[config.mk]
export PLATFORM = sky130hd
export DESIGN_NAME = hex_display_scheduler
export DESIGN_NICKNAME = d
export VERILOG_FILES = /design/src/rtl/hex_display_scheduler.sv
export SDC_FILE = /design/constraint.sdc
export NUM_CORES = 1
export LEC_CHECK = 0
export ABC_AREA = 1
export ABC_CLOCK_PERIOD_IN_PS = 9600
export CAP_MARGIN = 20
export CORE_ASPECT_RATIO = 0.5
export CORE_MARGIN = 1
export CORE_UTILIZATION = 59
export CTS_BUF_LIST = sky130_fd_sc_hd__clkbuf_16
export CTS_CLUSTER_DIAMETER = 60
export CTS_CLUSTER_SIZE = 12
export DETAILED_ROUTE_END_ITERATION = 16
export PLACE_DENSITY_LB_ADDON = 0.05
export SETUP_SLACK_MARGIN = 0.4
export SLEW_MARGIN = 30
export SYNTH_ARGS = -nofsm -noshare
export SYNTH_HDL_FRONTEND = slang
export SYNTH_SLANG_ARGS = --single-unit
[constraint.sdc]
create_clock -name clk -period 9.6 [get_ports clk]
set_clock_uncertainty 0.05 [all_clocks]
set_input_delay 1.44 -clock clk [delete_from_list [all_inputs] [get_ports clk]]
set_output_delay 1.44 -clock clk [all_outputs]
set_load 0.02 [all_outputs]
[src/rtl/hex_display_scheduler.sv]
// Six-digit seven-segment display owner: round-robin write port for two clients,
// one shared decoder scanned across the displays, per-digit blank/blink masks.
module hex_display_scheduler #(
  parameter int NUM_DIGITS = 6,
  parameter int BLINK_DIV  = 25_000_000
) (
  input  logic                  clk,
  input  logic                  reset,
  input  logic                  req_a,
  input  logic [2:0]            sel_a,
  input  logic [3:0]            val_a,
  output logic                  ack_a,
  input  logic                  req_b,
  input  logic [2:0]            sel_b,
  input  logic [3:0]            val_b,
  output logic                  ack_b,
  input  logic [NUM_DIGITS-1:0] blank_mask,
  input  logic [NUM_DIGITS-1:0] blink_mask,
  output logic [6:0]            hex0,
  output logic [6:0]            hex1,
  output logic [6:0]            hex2,
  output logic [6:0]            hex3,
  output logic [6:0]            hex4,
  output logic [6:0]            hex5,
  output logic                  frame_done
);

  localparam int              CW         = (BLINK_DIV > 1) ? $clog2(BLINK_DIV) : 1;
  localparam logic [CW-1:0]   BLINK_LAST = CW'(BLINK_DIV - 1);
  localparam logic [2:0]      IDX_LAST   = 3'(NUM_DIGITS - 1);
  localparam logic [2:0]      NUM_SEL    = 3'(NUM_DIGITS);
  localparam logic [6:0]      SEG_DARK   = 7'h7F;

  logic [NUM_DIGITS-1:0][3:0] digit_q, digit_d;
  logic [NUM_DIGITS-1:0][6:0] hex_q, hex_d;
  logic [2:0]                 idx_q, idx_d;
  logic [CW-1:0]              blink_cnt_q, blink_cnt_d;
  logic                       blink_off_q, blink_off_d;
  logic                       last_grant_b_q, last_grant_b_d;
  logic                       ack_a_q, ack_a_d;
  logic                       ack_b_q, ack_b_d;
  logic                       frame_done_q, frame_done_d;

  logic                       elig_a, elig_b;
  logic                       grant_a, grant_b;
  logic                       wr_en;
  logic [2:0]                 wr_sel;
  logic [3:0]                 wr_val;
  logic [3:0]                 dec_in;
  logic [6:0]                 dec_out;
  logic                       dark;

  function automatic logic [6:0] seg7(input logic [3:0] d);
    logic [6:0] s;
    case (d)
      4'h0: s = 7'h40;
      4'h1: s = 7'h79;
      4'h2: s = 7'h24;
      4'h3: s = 7'h30;
      4'h4: s = 7'h19;
      4'h5: s = 7'h12;
      4'h6: s = 7'h02;
      4'h7: s = 7'h78;
      4'h8: s = 7'h00;
      4'h9: s = 7'h10;
      4'hA: s = 7'h08;
      4'hB: s = 7'h03;
      4'hC: s = 7'h46;
      4'hD: s = 7'h21;
      4'hE: s = 7'h06;
      default: s = 7'h0E;
    endcase
    return s;
  endfunction

  // A requester still seeing its ack is ineligible, so a held request writes once.
  always_comb begin
    elig_a         = req_a & ~ack_a_q;
    elig_b         = req_b & ~ack_b_q;
    grant_a        = elig_a & (~elig_b | last_grant_b_q);
    grant_b        = elig_b & ~grant_a;
    wr_en          = grant_a | grant_b;
    wr_sel         = grant_a ? sel_a : sel_b;
    wr_val         = grant_a ? val_a : val_b;
    ack_a_d        = grant_a;
    ack_b_d        = grant_b;
    last_grant_b_d = last_grant_b_q;
    if (wr_en) begin
      last_grant_b_d = grant_b;
    end
  end

  always_comb begin
    digit_d = digit_q;
    if (wr_en && (wr_sel < NUM_SEL)) begin
      digit_d[wr_sel] = wr_val;
    end
  end

  // Scanner reads the pre-write digit, so a same-cycle write shows on the next pass.
  always_comb begin
    idx_d        = (idx_q == IDX_LAST) ? 3'd0 : idx_q + 3'd1;
    dec_in       = digit_q[idx_q];
    dec_out      = seg7(dec_in);
    dark         = blank_mask[idx_q] | (blink_mask[idx_q] & blink_off_q);
    hex_d        = hex_q;
    hex_d[idx_q] = dark ? SEG_DARK : dec_out;
    frame_done_d = (idx_q == IDX_LAST);
  end

  always_comb begin
    blink_cnt_d = blink_cnt_q + 1'b1;
    blink_off_d = blink_off_q;
    if (blink_cnt_q == BLINK_LAST) begin
      blink_cnt_d = '0;
      blink_off_d = ~blink_off_q;
    end
  end

  always_ff @(posedge clk or posedge reset) begin
    if (reset) begin
      digit_q        <= '0;
      hex_q          <= {NUM_DIGITS{SEG_DARK}};
      idx_q          <= 3'd0;
      blink_cnt_q    <= '0;
      blink_off_q    <= 1'b0;
      last_grant_b_q <= 1'b1;
      ack_a_q        <= 1'b0;
      ack_b_q        <= 1'b0;
      frame_done_q   <= 1'b0;
    end else begin
      digit_q        <= digit_d;
      hex_q          <= hex_d;
      idx_q          <= idx_d;
      blink_cnt_q    <= blink_cnt_d;
      blink_off_q    <= blink_off_d;
      last_grant_b_q <= last_grant_b_d;
      ack_a_q        <= ack_a_d;
      ack_b_q        <= ack_b_d;
      frame_done_q   <= frame_done_d;
    end
  end

  assign ack_a      = ack_a_q;
  assign ack_b      = ack_b_q;
  assign frame_done = frame_done_q;
  assign hex0       = hex_q[0];
  assign hex1       = hex_q[1];
  assign hex2       = hex_q[2];
  assign hex3       = hex_q[3];
  assign hex4       = hex_q[4];
  assign hex5       = hex_q[5];

endmodule

== Yosys cells after proc, flatten, opt, wreduce, memory -nomap -nowiden ==
Memories as Yosys holds them, arrays and structs flattened.
Cells that the tools add are included.

* Add/sub/neg operators: 2
* Multiply operators: 0
* Div/mod/pow operators: 0
* Magnitude comparators: 5
* Eq/ne operators: 2
* Shift-type cells: 0
* Multiplexer cells: 17
* Bitwise gates (word level): 13
* Reduce and logical (&&, ||, !) cells: 3

{| class="wikitable"
|+ Operators with widths
! operator !! number
|-
| $bwmux W42 || 1
|-
| $add A25 B1 Y25 const B || 1
|-
| $eq A25 B25 Y1 const B || 1
|-
| $mux W25 || 1
|-
| $bwmux W24 || 1
|-
| $demux W7 S3 || 1
|-
| $mux W7 || 2
|-
| $bmux W4 S3 || 1
|-
| $demux W4 S3 || 1
|-
| $mux W4 || 3
|-
| $lt A3 B4 Y1 const B || 2
|-
| $bmux W1 S3 || 2
|-
| $ge A3 B1 Y1 const B || 2
|-
| $mux W3 || 2
|-
| $and A1 B1 Y1 || 5
|-
| $not A1 Y1 || 5
|-
| $add A3 B1 Y3 const B || 1
|-
| $eq A3 B3 Y1 const B || 1
|-
| $logic_and A1 B1 Y1 || 3
|-
| $lt A3 B3 Y1 const B || 1
|-
| $or A1 B1 Y1 || 3
|-
| $mux W1 || 2
|}

* Register bits after elaboration: 99
* Bits in latches: 0
* RAM bits: 0
* Memory bits (read-only): 112
* Input port bits: 30
* Output and inout port bits: 45
* Word-level logic and storage cells: 62
* Memories: 1

{| class="wikitable"
|+ Memory list
! name !! words !! width !! rd ports !! clocked after memory_dff !! write ports !! line !! text
|-
| (no name shown) || 16 || 7 || 1 || 0 || 0 || 55 || <nowiki>case (d)</nowiki>
|}

== Depth between registers and ports, before layout ==
Gate-level depths: netlist of the first run.

* Word-level depth: 11
* Mapped depth: 15
* Depth with buffers taken out: 14

== Least setup slack after synthesis of the first run ==
No wires, ideal clock.

* Path kind: input to register
* Start: input port req_b
* End: register digit_q[12] (netlist bit)
* Library setup time: 0.133 ns
* Data arrival time: 2.444 ns
* Setup slack: 6.973 ns
* Stages on the path: 10
* Path buffers: 1
* Cell sequence: inv_1 -> nor2_1 -> nand2_1 -> nand2_1 -> buf_6 -> nand2_1 -> a22oi_1 -> nand2_1 -> nand2_1 -> o21ai_1

* Cells in the longest elaborated chain, start to end: 10
* Elaborated cells between the ends (all ways): 17

{| class="wikitable"
|+ RTL lines
! what !! line !! text
|-
| from (decl) || 13 || <nowiki>input logic req_b,</nowiki>
|-
| $and A1 B1 Y1 (*) || 79 || <nowiki>elig_b = req_b & ~ack_b_q;</nowiki>
|-
| $not A1 Y1 || 80 || <nowiki>grant_a = elig_a & (~elig_b | last_grant_b_q);</nowiki>
|-
| $or A1 B1 Y1 || 80 ||
|-
| $and A1 B1 Y1 || 80 ||
|-
| $mux W3 || 83 || <nowiki>wr_sel = grant_a ? sel_a : sel_b;</nowiki>
|-
| $lt A3 B4 Y1 (implied by the code) or $ge A3 B1 Y1 (tied branches) || 96 || <nowiki>digit_d[wr_sel] = wr_val;</nowiki>
|-
| $logic_and A1 B1 Y1 (implied by the code) || 96 ||
|-
| $mux W4 (implied by the code) || 96 ||
|-
| $demux W4 S3 || 96 ||
|-
| $bwmux W24 || 96 ||
|-
| to (signal assigned) || 132 || <nowiki>digit_q <= digit_d;</nowiki>
|-
| to (decl) || 34 || <nowiki>logic [NUM_DIGITS-1:0][3:0] digit_q, digit_d;</nowiki>
|}

Mark *: on every way between the ends. The rest lies on a longest branch, timed or not.
A chain may end at the register's enable or synchronous reset.

== Worst setup path after layout of the first run ==
* Start: input port req_b
* End: register digit_q[18] (netlist bit)

* Cells in the longest elaborated chain, start to end: 10
* Elaborated cells between the ends (all ways): 17

{| class="wikitable"
|+ RTL lines
! what !! line !! text
|-
| $and A1 B1 Y1 (*) || 79 ||
|-
| $not A1 Y1 (*) || 80 ||
|-
| $or A1 B1 Y1 (*) || 80 ||
|-
| $and A1 B1 Y1 (*) || 80 ||
|-
| net ack_a_d || 40 || <nowiki>logic ack_a_q, ack_a_d;</nowiki>
|-
| $mux W3 || 83 ||
|-
| $lt A3 B4 Y1 (implied by the code) or $ge A3 B1 Y1 (tied branches) || 96 ||
|-
| $logic_and A1 B1 Y1 (implied by the code) || 96 ||
|-
| $mux W4 (implied by the code) || 96 ||
|-
| $demux W4 S3 || 96 ||
|-
| $bwmux W24 || 96 ||
|}

The timed path passes the listed nets; every way through them passes the cells marked *.

==> results of run 1 <==
-- worst max-delay path, cell delays in order --
cell             delay (ns)
clkdlybuf4s50_1        0.46
inv_1                  0.04
nor2_1                 0.12
nand2_1                0.08
nand2_1                0.34
inv_1                  0.16
nand2_1                0.11
nand2_1                0.06
a21oi_1                0.24
nand2_1                0.24
nand2_1                0.13
o21ai_0                0.10
-- cells in the final DEF, fill, tap and decap left out, types with 10 or more instances in the layout --
master,synthesis,layout
clkdlybuf4s50_1,0,74
dfstp_2,43,43
inv_1,51,51
dfrtp_1,56,56
clkbuf_16,0,10
nor2_1,49,49
nand4_1,15,15
nand2_1,279,279
nand3_1,22,22
xor2_1,10,10
o21ai_1,10,10
o21ai_0,20,20
nor3_1,15,15
-- path summary, 6_finish.rpt --
| check | from | endpoint |
|---|---|---|
| min reg2reg | hex1[4]$_DFFE_PP1P_ | hex1[4]$_DFFE_PP1P_ |
| max reg2reg | idx_q[0]$_DFF_PP0_ | hex0[0]$_DFFE_PP1P_ |
| min in group asynchronous | reset | blink_cnt_q[12]$_DFF_PP0_ |
| max in group asynchronous | reset | hex5[2]$_DFFE_PP1P_ |
| max | req_b | digit_q[18]$_DFFE_PP0P_ |
| min | hex1[4]$_DFFE_PP1P_ | hex1[4]$_DFFE_PP1P_ |
-- metal layers --
layer / wire length (um) / part of all wire (%)
met1: 5270 / 44
met2: 5900 / 49
met3: 659 / 5.4
met4: 272 / 2.2
met5: 0 / 0
-- where the power goes --
group          total, mW  internal [mW]  switching [mW]
combinational      0.605          0.258           0.348
sequential         0.688          0.608          0.0797
clock              0.343          0.188           0.154
total               1.64           1.05           0.582
-- kinds of logic (layout without fill, tap and decap cells) --
| logic type | after synthesis | count (layout) | share of synthesized area, % |
|---|---|---|---|
| xor gates and xnor gates | 13 | 13 | 2.24 |
| adders and majority gates | 7 | 7 | 1.73 |
| AOI/OAI and AO/OA | 43 | 43 | 4.76 |
| and+or+nand+nor | 413 | 413 | 35.0 |
| DFF | 99 | 99 | 49.9 |
| muxes | 4 | 4 | 0.789 |
| buffers and inverters | 65 | 151 | 5.55 |
-- metrics by stage --
| step | total power, mW | hold slack [ns] | instance area [um2] | cells |
|---|---|---|---|---|
| 4_1_cts | 1.64 | 0.417 | 6210 | 842 |
| 6_report | 1.64 | 0.415 | 6210 | 842 |
| 3_5_place_dp | 1.29 | 0.406 | 5930 | 826 |
| 2_1_floorplan | 1.04 | 0.403 | 5070 | 644 |
| 5_1_grt | 1.72 | 0.436 | 6210 | 842 |
| 3_3_place_gp | 1.27 | 0.403 | 5910 | 825 |
-- flip-flops by register name, summed over array words and instances (netlist names) --
| name | flops |
|---|---|
| idx_q | 3 |
| ack_b | 1 |
| blink_off_q | 1 |
| hex1 | 7 |
| hex5 | 7 |
| last_grant_b_q | 1 |
| hex4 | 7 |
| frame_done | 1 |
| hex3 | 7 |
| hex0 | 7 |
| blink_cnt_q | 25 |
| hex2 | 7 |
| digit_q | 24 |
| ack_a | 1 |
-- layout make-up --
| cell class | instances | area [um2] |
|---|---|---|
| timing repair buffer | 76 | 768 |
| inverter | 59 | 226 |
| fill | 624 | 1960 |
| multi-input combinational | 480 | 2270 |
| clock buffer | 10 | 250 |
| tap | 112 | 140 |
| clock inverter | 6 | 30.0 |
| sequential | 99 | 2530 |
==> summary.md, run 1 <==
| Metric | Value |
|---|---|
| Outcome | finished, final reports clean |
| GP Congestion | 0.943 |
| Clk root buf | clkbuf_16 |
| Period minus WS final | between 3 and 4 ns |
| FP Rows | 23 |
| Highest Clock Rate | 297 MHz |
| Unrepaired setup endpoints after global routing | no |
| DRT Pass-1 Iters | 5 |
| Initial Util | between 60% and 70% |
| Initial DRC Count | between 300 and 400 |
| Core Region | 0.00817 mm2 |
| Die width | 133 um |
| Global-route wire length before repair | 19,800 um |
| FF-to-FF path depth | 14 |
| # setup viols final | 0 |
| I/O pins | 75 |
| Post-synthesis sequential area ratio | 49.9% |
| H-Tree Depth | 3 |
| R2R setup slack | 6.59 ns |
| Setup repair bufs after CTS | 0 |
| # port buffers | 74 |
| Warnings from Yosys | 0 |
| Worst Tran Pin Value | about 0.86 ns |
| Syn avg cell area | ~8 um2 |
| Synth area leader | dfrtp_1 |
| Cell Pwr Density | around 260 mW/mm2 |
| GRT overflow | 0 |
| Global Route Usage Sum | roughly 29% |
| Vias in the first global route | 4,264 |
| GRT met2 Usage | 52.7% |
| Via count | 4,487 |
| Placement Setup Slack | 5.98 ns |
| Die area | 0.00900 mm2 |
| Area contributors post-synth | dfrtp_1 (28%), dfstp_2 (22%), nand2_1 (21%) |
| GR met3 Demand/Resource | 6.08% |
| WP data arrival | 3.52 ns |
| Async set-reset flop share out of synthesis | 100% |
| Syn nets | 681 |
| Final period util | around a third |
| Clk_lat worst skew | 0.35 ns |
| Share of cells above drive strength 1 | 12.2% |
| Number of gates resized after CTS | 0 |
| GRT met1 Usage | 34.8% |
| Netlist cell types | 37 |
| Max transition margin | 42.9% |
| Hold Path Stages | 2 |
| Worst min path class | flip-flop to flip-flop |
| Post-Synthesis Cells | ~640 |
| Utilization after layout | 76.0% |
| Max FO, Critical Path | 11 |
| Yosys reg bits | 99 |
| ANT nets after route | 0 |
| Main synth FF type | dfrtp_1 |
| Commonest cells in the synthesized netlist | nand2_1 (279), dfrtp_1 (56), inv_1 (51) |
| Initial antenna violation count | 0 |
| Count leader, synth | nand2_1 |
| CP required | between 9 and 10 ns |
| Area Growth Syn to Fin | 22.5% |
| Top-area cell type share of the netlist area | between 20 and 30% |
| Setup CP Type | primary input to flip-flop |
| Height of the chip | 67.6 um |
| Final routed DRC violation total | 0 |
| WL final | about 12,000 um |
| TritonCTS Buffers | 9 |
| Max Cap Violations | 0 |
| Clk sink count | 99 |
| VDD IR max | around 0.15 mV |
| Post-synth EDFFs | 0 |
| CP Capture Type | flip-flop |
| Setup_tns | 0 ns |
| Drt via density | about 5.3 |
| Nets | 762 |
| GRT busiest layer | met2 |
| Startpoint Class | primary input |
| Worst Slack Setup Final | 6.23 ns |
| Largest net degree at the start of global routing | 45 |
| Max Slew Vio Count | 0 |
| Drt wl/cell | about 14 um |
| Leakage | 3.04 nW |
| Clk slew on worst S/H paths | about 0.07 ns |
| Hpwl dp | between 8000 and 9000 um |
| Synth Cell Area | 0.00507 mm2 |
| CTS tree | done |
| Clk buf depth | 2 |
| Inserted Diodes | 0 |
| Final-report hold violation count | 0 |
| Cts hold-fix bufs | 0 |
Power figures use the tool's default switching activity.
==> run 2: changes to the inputs <==
- ABC_CLOCK_PERIOD_IN_PS: 9600 -> 3150
- CORE_UTILIZATION: 59 -> 55
- clock period: 9.6 -> 3.15 ns (I/O delays scaled with it)
==> run 2 against run 1 <==
First-iteration DRC count fell by 9.0%. Die area rose by 7.1%. Design area rose by 0.34%. Total power rose to 3.1 times the previous value. Critical path depth did not move. Register-to-register slack got worse by 5.8 ns. Via count fell by 1.4%. Combinational power rose to 3.0 times the previous value. Core utilization fell by 5.4 points. Sequential share of layout area fell by 0.14 points. Critical path type is now flip-flop to flip-flop. Critical endpoint is now hex5[0]$_DFFE_PP1P_. Largest power group unchanged.
==> summary.md, run 2 (synthesized netlist as in run 1, its figures left out) <==
| Metric | Value |
|---|---|
| Outcome | finished, final reports clean |
| Most flops, register | blink_cnt_q |
| Worst Tran Pin Value | 0.623 ns |
| Inserted Diodes | 0 |
| Startpoint Class | flip-flop |
| Largest regs | blink_cnt_q x25, digit_q x24 |
| Crit path max-delay cell type | dfrtp_1 |
| Pint | 3.25 mW |
| VDD IR max | 0.601 mV |
| Cts hold-fix bufs | 0 |
| Worst Slack Setup Final | around 0.77 ns |
| Height of the chip | 69.9 um |
| Max FO, Critical Path | 13 |
| Psw | roughly 1.8 mW |
| Largest net degree at the start of global routing | 100 |
| Top Family by Delay on Critical Path | simple AND/OR/NAND/NOR gates |
| GP Congestion | between 0.9 and 1 |
| Number of gates resized after CTS | 0 |
| Cell Pwr Density | between 800 and 900 mW/mm2 |
| Design area | approximately 0.0062 mm2 |
| I/O pins | 75 |
| Flop pwr share | roughly two fifths |
| CP Buf/Inv Count | 2 |
| Clk sink count | between 90 and 100 |
| Post-Place Cells | 832 |
| Final routed DRC violation total | 0 |
| CTS tree | done |
| Clk pwr share | 21.6% |
| Cell repeated most along the worst path | nand2_1 |
| Core Region | 0.00883 mm2 |
| Area Growth Syn to Fin | 22.9% |
| # setup viols final | 0 |
| Max transition margin | a little under three fifths |
| # fillers | about 700 |
| Period minus WS final | 2.38 ns |
| WL final | 12,000 um |
| Leakage | 3.03 nW |
| Global-route wire length before repair | 19,600 um |
| Utilization after layout | 70.6% |
| Highest Clock Rate | 419 MHz |
| Max Cap Violations | 0 |
| TritonCTS Buffers | 9 |
| Crit-path cells | nor2_2 -> nand2_1 -> nand2_1 -> nor2_2 -> inv_1 -> ha_1 -> inv_1 -> nand4_1 -> nand3_1 -> nand3_2 -> nand2_1 -> nand2_1 |
| WP data arrival | 2.61 ns |
| Die width | approximately 140 um |
| Final period util | 75.7% |
| Most frequent cells in the layout | nand2_1 (279), clkdlybuf4s50_1 (74), dfrtp_1 (56) |
| # port buffers | 74 |
| Final-report hold violation count | 0 |
| CP required | 3.37 ns |
| Global Route Usage Sum | 27.0% |
| ANT nets after route | 0 |
| Die area | 0.00964 mm2 |
| Initial Util | 57.5% |
| DRT Pass-1 Iters | 5 |
| Switching part of the total | 35.4% |
| Clk slew on worst S/H paths | 0.07 ns |
| Clk_lat worst skew | 0.34 ns |
| GRT overflow | 0 |
| H-Tree Depth | 3 |
| Initial DRC Count | around 310 |
| Drt wl/cell | 14.1 um |
| Combinational Power Share | a little over a third |
| Share of cells above drive strength 1 | 12.6% |
| Max Slew Vio Count | 0 |
| Setup repair bufs after CTS | 0 |
| Initial antenna violation count | 0 |
| Max reg flops | 25 |
| FP Rows | 24 |
| Post-DP Area | 0.00594 mm2 |
| Min Hold Slack | between 0.4 and 0.5 ns |
| Drt via density | 5.22 |
| Vias in the first global route | approximately 4,200 |
| Via count | between 4,000 and 5,000 |
| Nets | 763 |
| CP max stage delay | about 0.67 ns |
| Setup_tns | 0 ns |
| Setup CP Type | flip-flop to flip-flop |
| Clk buf depth | 2 |
| Most common cell after layout, fill and taps aside | nand2_1 |
| Unrepaired setup endpoints after global routing | no |
| Clk root buf | clkbuf_16 |
| Hpwl dp | 8580 um |
| CP Capture Type | flip-flop |
| Worst min path class | flip-flop to flip-flop |
| Placement Setup Slack | between 0.5 and 0.6 ns |
| Pwr Total | 5.03 mW |
| Layout Cells excl Fill | 848 |
[run 2: changes by cell type in the layout (fill, tap and decap cells not counted)]
cell / before / now
clkinv_1: 5 / 3
clkinvlp_4: 1 / 3
inv_4: 3 / 1
buf_4: 1 / 2
bufinv_16: 0 / 1
clkbuf_16: 10 / 9
clkinv_2: 1 / 2
inv_6: 0 / 1
nor3_2: 1 / 2
nor3_4: 1 / 0
[run 2: tightest hold or removal path, stage by stage (launching register included)]
cell and delay, ns:
dfstp_2 0.37, nand2_1 0.05, nand2_1 0.05
[run 2: final cells by class]
type,instances,area (um2),area share (%)
clock buffers,9,225,3.61
clock inverters,7,67.6,1.08
inverters,59,228,3.65
multi-input cells,480,2260,36.3
flip-flops and latches,99,2530,40.6
well taps,117,146,2.35
repair buffers,77,776,12.4
[run 2: final timing paths]
path | from | endpoint | slack, ns | cells past startpoint
max in group asynchronous | reset | last_grant_b_q$_DFFE_PP1P_ | 2.08 | 3
min in group asynchronous | reset | frame_done$_DFF_PP0_ | 0.58 | 3
worst min register to register | hex1[5]$_DFFE_PP1P_ | hex1[5]$_DFFE_PP1P_ | 0.42 | 2
worst max-delay path | idx_q[2]$_DFF_PP0_ | hex5[0]$_DFFE_PP1P_ | 0.77 | 12
worst min-delay path | hex1[5]$_DFFE_PP1P_ | hex1[5]$_DFFE_PP1P_ | 0.42 | 2
worst max register to register | idx_q[2]$_DFF_PP0_ | hex5[0]$_DFFE_PP1P_ | 0.77 | 12
[run 2: power groups by stage]
| stage | sequential [mW] | clock [mW] | combinational, mW |
|---|---|---|---|
| 2_1_floorplan | 2.39 | 0 | 0.770 |
| 4_1_cts | 2.10 | 1.11 | 1.85 |
| 3_3_place_gp | 2.10 | 0 | 1.79 |
| 3_5_place_dp | 2.11 | 0 | 1.83 |
| 5_1_grt | 2.15 | 1.15 | 2.02 |
| 6_report | 2.10 | 1.09 | 1.84 |
[run 2: layer usage]
metal  share of wire (%)  vias to the layer above  wire length, um  global-route usage [%]
met5                   0                        -                0                       0
met4                 1.7                        0              209                    8.94
met3                 6.4                       20              762                    6.46
met2                  47                      142             5680                    45.6
met1                  44                     2047             5310                    34.3
li1                    -                     2215                -                       -
==> run 3: changes to the inputs <==
- ABC_CLOCK_PERIOD_IN_PS: 3150 -> 2200
- clock period: 3.15 -> 2.2 ns (I/O delays scaled with it)
==> run 3 against run 2 <==
Count of clock-buffer cells in the layout unchanged. Combinational power up 54%. Wire length up 8.2%. Worst hold slack about the same. Core utilization up 6.2 points. Total power up 47%. Critical endpoint is now hex1[1]$_DFFE_PP1P_.
==> summary.md, run 3 (synthesized netlist as in run 1, its figures left out) <==
| Metric | Value |
|---|---|
| Outcome | finished, final reports clean |
| Layout Cells excl Fill | 879 |
| Max Slew Vio Count | 0 |
| CP required | ~2.4 ns |
| Pwr Total | between 7 and 8 mW |
| VDD IR max | 0.741 mV |
| Max reg flops | 25 |
| Leakage | 3.28 nW |
| Combinational Power Share | 38.2% |
| Pint | 4.62 mW |
| # fillers | between 600 and 700 |
| H-Tree Depth | 3 |
| Final routed DRC violation total | 0 |
| Global Route Usage Sum | 28.3% |
| Clk_lat worst skew | between 0.3 and 0.4 ns |
| Die area | 0.00964 mm2 |
| Largest net degree at the start of global routing | 100 |
| Clk root buf | clkbuf_16 |
| Cell Pwr Density | 1090 mW/mm2 |
| GRT overflow | 0 |
| Vias in the first global route | 4,340 |
| Most frequent cells in the layout | nand2_1 (243), dfrtp_1 (54), inv_1 (48) |
| GP Congestion | 0.966 |
| Initial DRC Count | roughly 240 |
| DRT Pass-1 Iters | 5 |
| Max Cap Violations | 0 |
| Nets | 794 |
| Worst Slack Setup Final | 0.103 ns |
| Area Growth Syn to Fin | 33.6% |
| # port buffers | 74 |
| Drt via density | roughly 5.3 |
| Worst min path class | flip-flop to flip-flop |
| Unrepaired setup endpoints after global routing | yes |
| Setup CP Type | flip-flop to flip-flop |
| Height of the chip | around 70 um |
| Switching part of the total | 37.6% |
| Max transition margin | 55.6% |
| Largest regs | blink_cnt_q x25, digit_q x24 |
| Global-route wire length before repair | 20,800 um |
| Most common cell after layout, fill and taps aside | nand2_1 |
| Flop pwr share | 40.6% |
| Max FO, Critical Path | 6 |
| Initial antenna violation count | 0 |
| TritonCTS Buffers | 9 |
| Design area | 0.00678 mm2 |
| Inserted Diodes | 0 |
| Die width | 138 um |
| WP data arrival | 2.34 ns |
| Highest Clock Rate | 477 MHz |
| Placement Setup Slack | -0.0281 ns |
| Period minus WS final | about 2.1 ns |
| Final-report hold violation count | 0 |
| Startpoint Class | flip-flop |
| ANT nets after route | 0 |
| Psw | 2.78 mW |
| I/O pins | 75 |
| Clk sink count | a little under 100 |
| Clk buf depth | 2 |
| Hpwl dp | 8690 um |
| Cts hold-fix bufs | 0 |
| Drt wl/cell | 14.7 um |
| Share of cells above drive strength 1 | between 20% and 30% |
| # setup viols final | 0 |
| Via count | 4,696 |
| Worst Tran Pin Value | ~0.66 ns |
| Final period util | between 90% and 100% |
| CTS tree | done |
| Clk slew on worst S/H paths | roughly 0.070 ns |
| Most flops, register | blink_cnt_q |
| Initial Util | ~57% |
| FP Rows | 24 |
| Min Hold Slack | 0.416 ns |
| CP Capture Type | flip-flop |
| Post-DP Area | 0.00608 mm2 |
| WL final | roughly 13,000 um |
| Post-Place Cells | 848 |
| Core Region | 0.00883 mm2 |
| Clk pwr share | 21.1% |
## run 3: worst paths after layout
kind                       slack, ns                   end  cells after the start                start
max reg2reg                     0.10   hex1[1]$_DFFE_PP1P_                     14   idx_q[1]$_DFF_PP0_
min in group asynchronous       0.44  frame_done$_DFF_PP0_                      3                reset
min reg2reg                     0.42   hex1[1]$_DFFE_PP1P_                      2  hex1[1]$_DFFE_PP1P_
max in group asynchronous       1.26    idx_q[0]$_DFF_PP0_                      3                reset
min                             0.42   hex1[1]$_DFFE_PP1P_                      2  hex1[1]$_DFFE_PP1P_
max                             0.10   hex1[1]$_DFFE_PP1P_                     14   idx_q[1]$_DFF_PP0_
## run 3: cell type report
class | count | area (um2) | area share, %
flip-flops and latches | 99 | 2530 | 37.4
clock buffers | 9 | 225 | 3.32
multi-input cells | 480 | 2610 | 38.4
well taps | 117 | 146 | 2.16
clock inverters | 7 | 66.3 | 0.978
repair buffers | 108 | 963 | 14.2
inverters | 59 | 238 | 3.51
## run 3: stage by stage
step	util [%]	TNS (ns)
finish	76.8	0
global placement	68.9	0
CTS	73.3	0
detailed placement	68.9	-0.156
floorplan	-	0
global route	76.8	-0.0243
## run 3: per-layer routing
layer	global-route usage (%)	routed length, um	up-vias
met5	0	0	-
met4	11.2	416	0
met3	5.59	759	34
met2	45.6	6090	178
met1	37.7	5670	2212
li1	-	-	2272
## run 3: timing repair
action,CTS,global route
pin swaps,2,32
endpoints found under the setup margin,101,75
setup buffers,11,4
resized for setup,59,72
hold endpoints to repair,0,0
## run 3: power groups by stage
stage | Clock, mW | Sequential, mW | Combinational (mW)
2_1_floorplan | 0 | 3.42 | 1.12
6_report | 1.56 | 3.01 | 2.83
3_5_place_dp | 0 | 3.03 | 2.64
4_1_cts | 1.59 | 3.00 | 2.49
3_3_place_gp | 0 | 3.04 | 2.58
5_1_grt | 1.66 | 3.08 | 3.11
## run 3: critical path: stages (launching register included)
cell and delay, ns:
dfrtp_2 0.49, inv_6 0.07, nor2_4 0.14, nand2_1 0.06
nand2_1 0.07, nand2_1 0.08, nand3_4 0.14, inv_4 0.07
ha_4 0.26, nand2_2 0.05, nor2_1 0.11, nor2_1 0.07
nand2_2 0.22, nand2_1 0.08, nand2_1 0.09
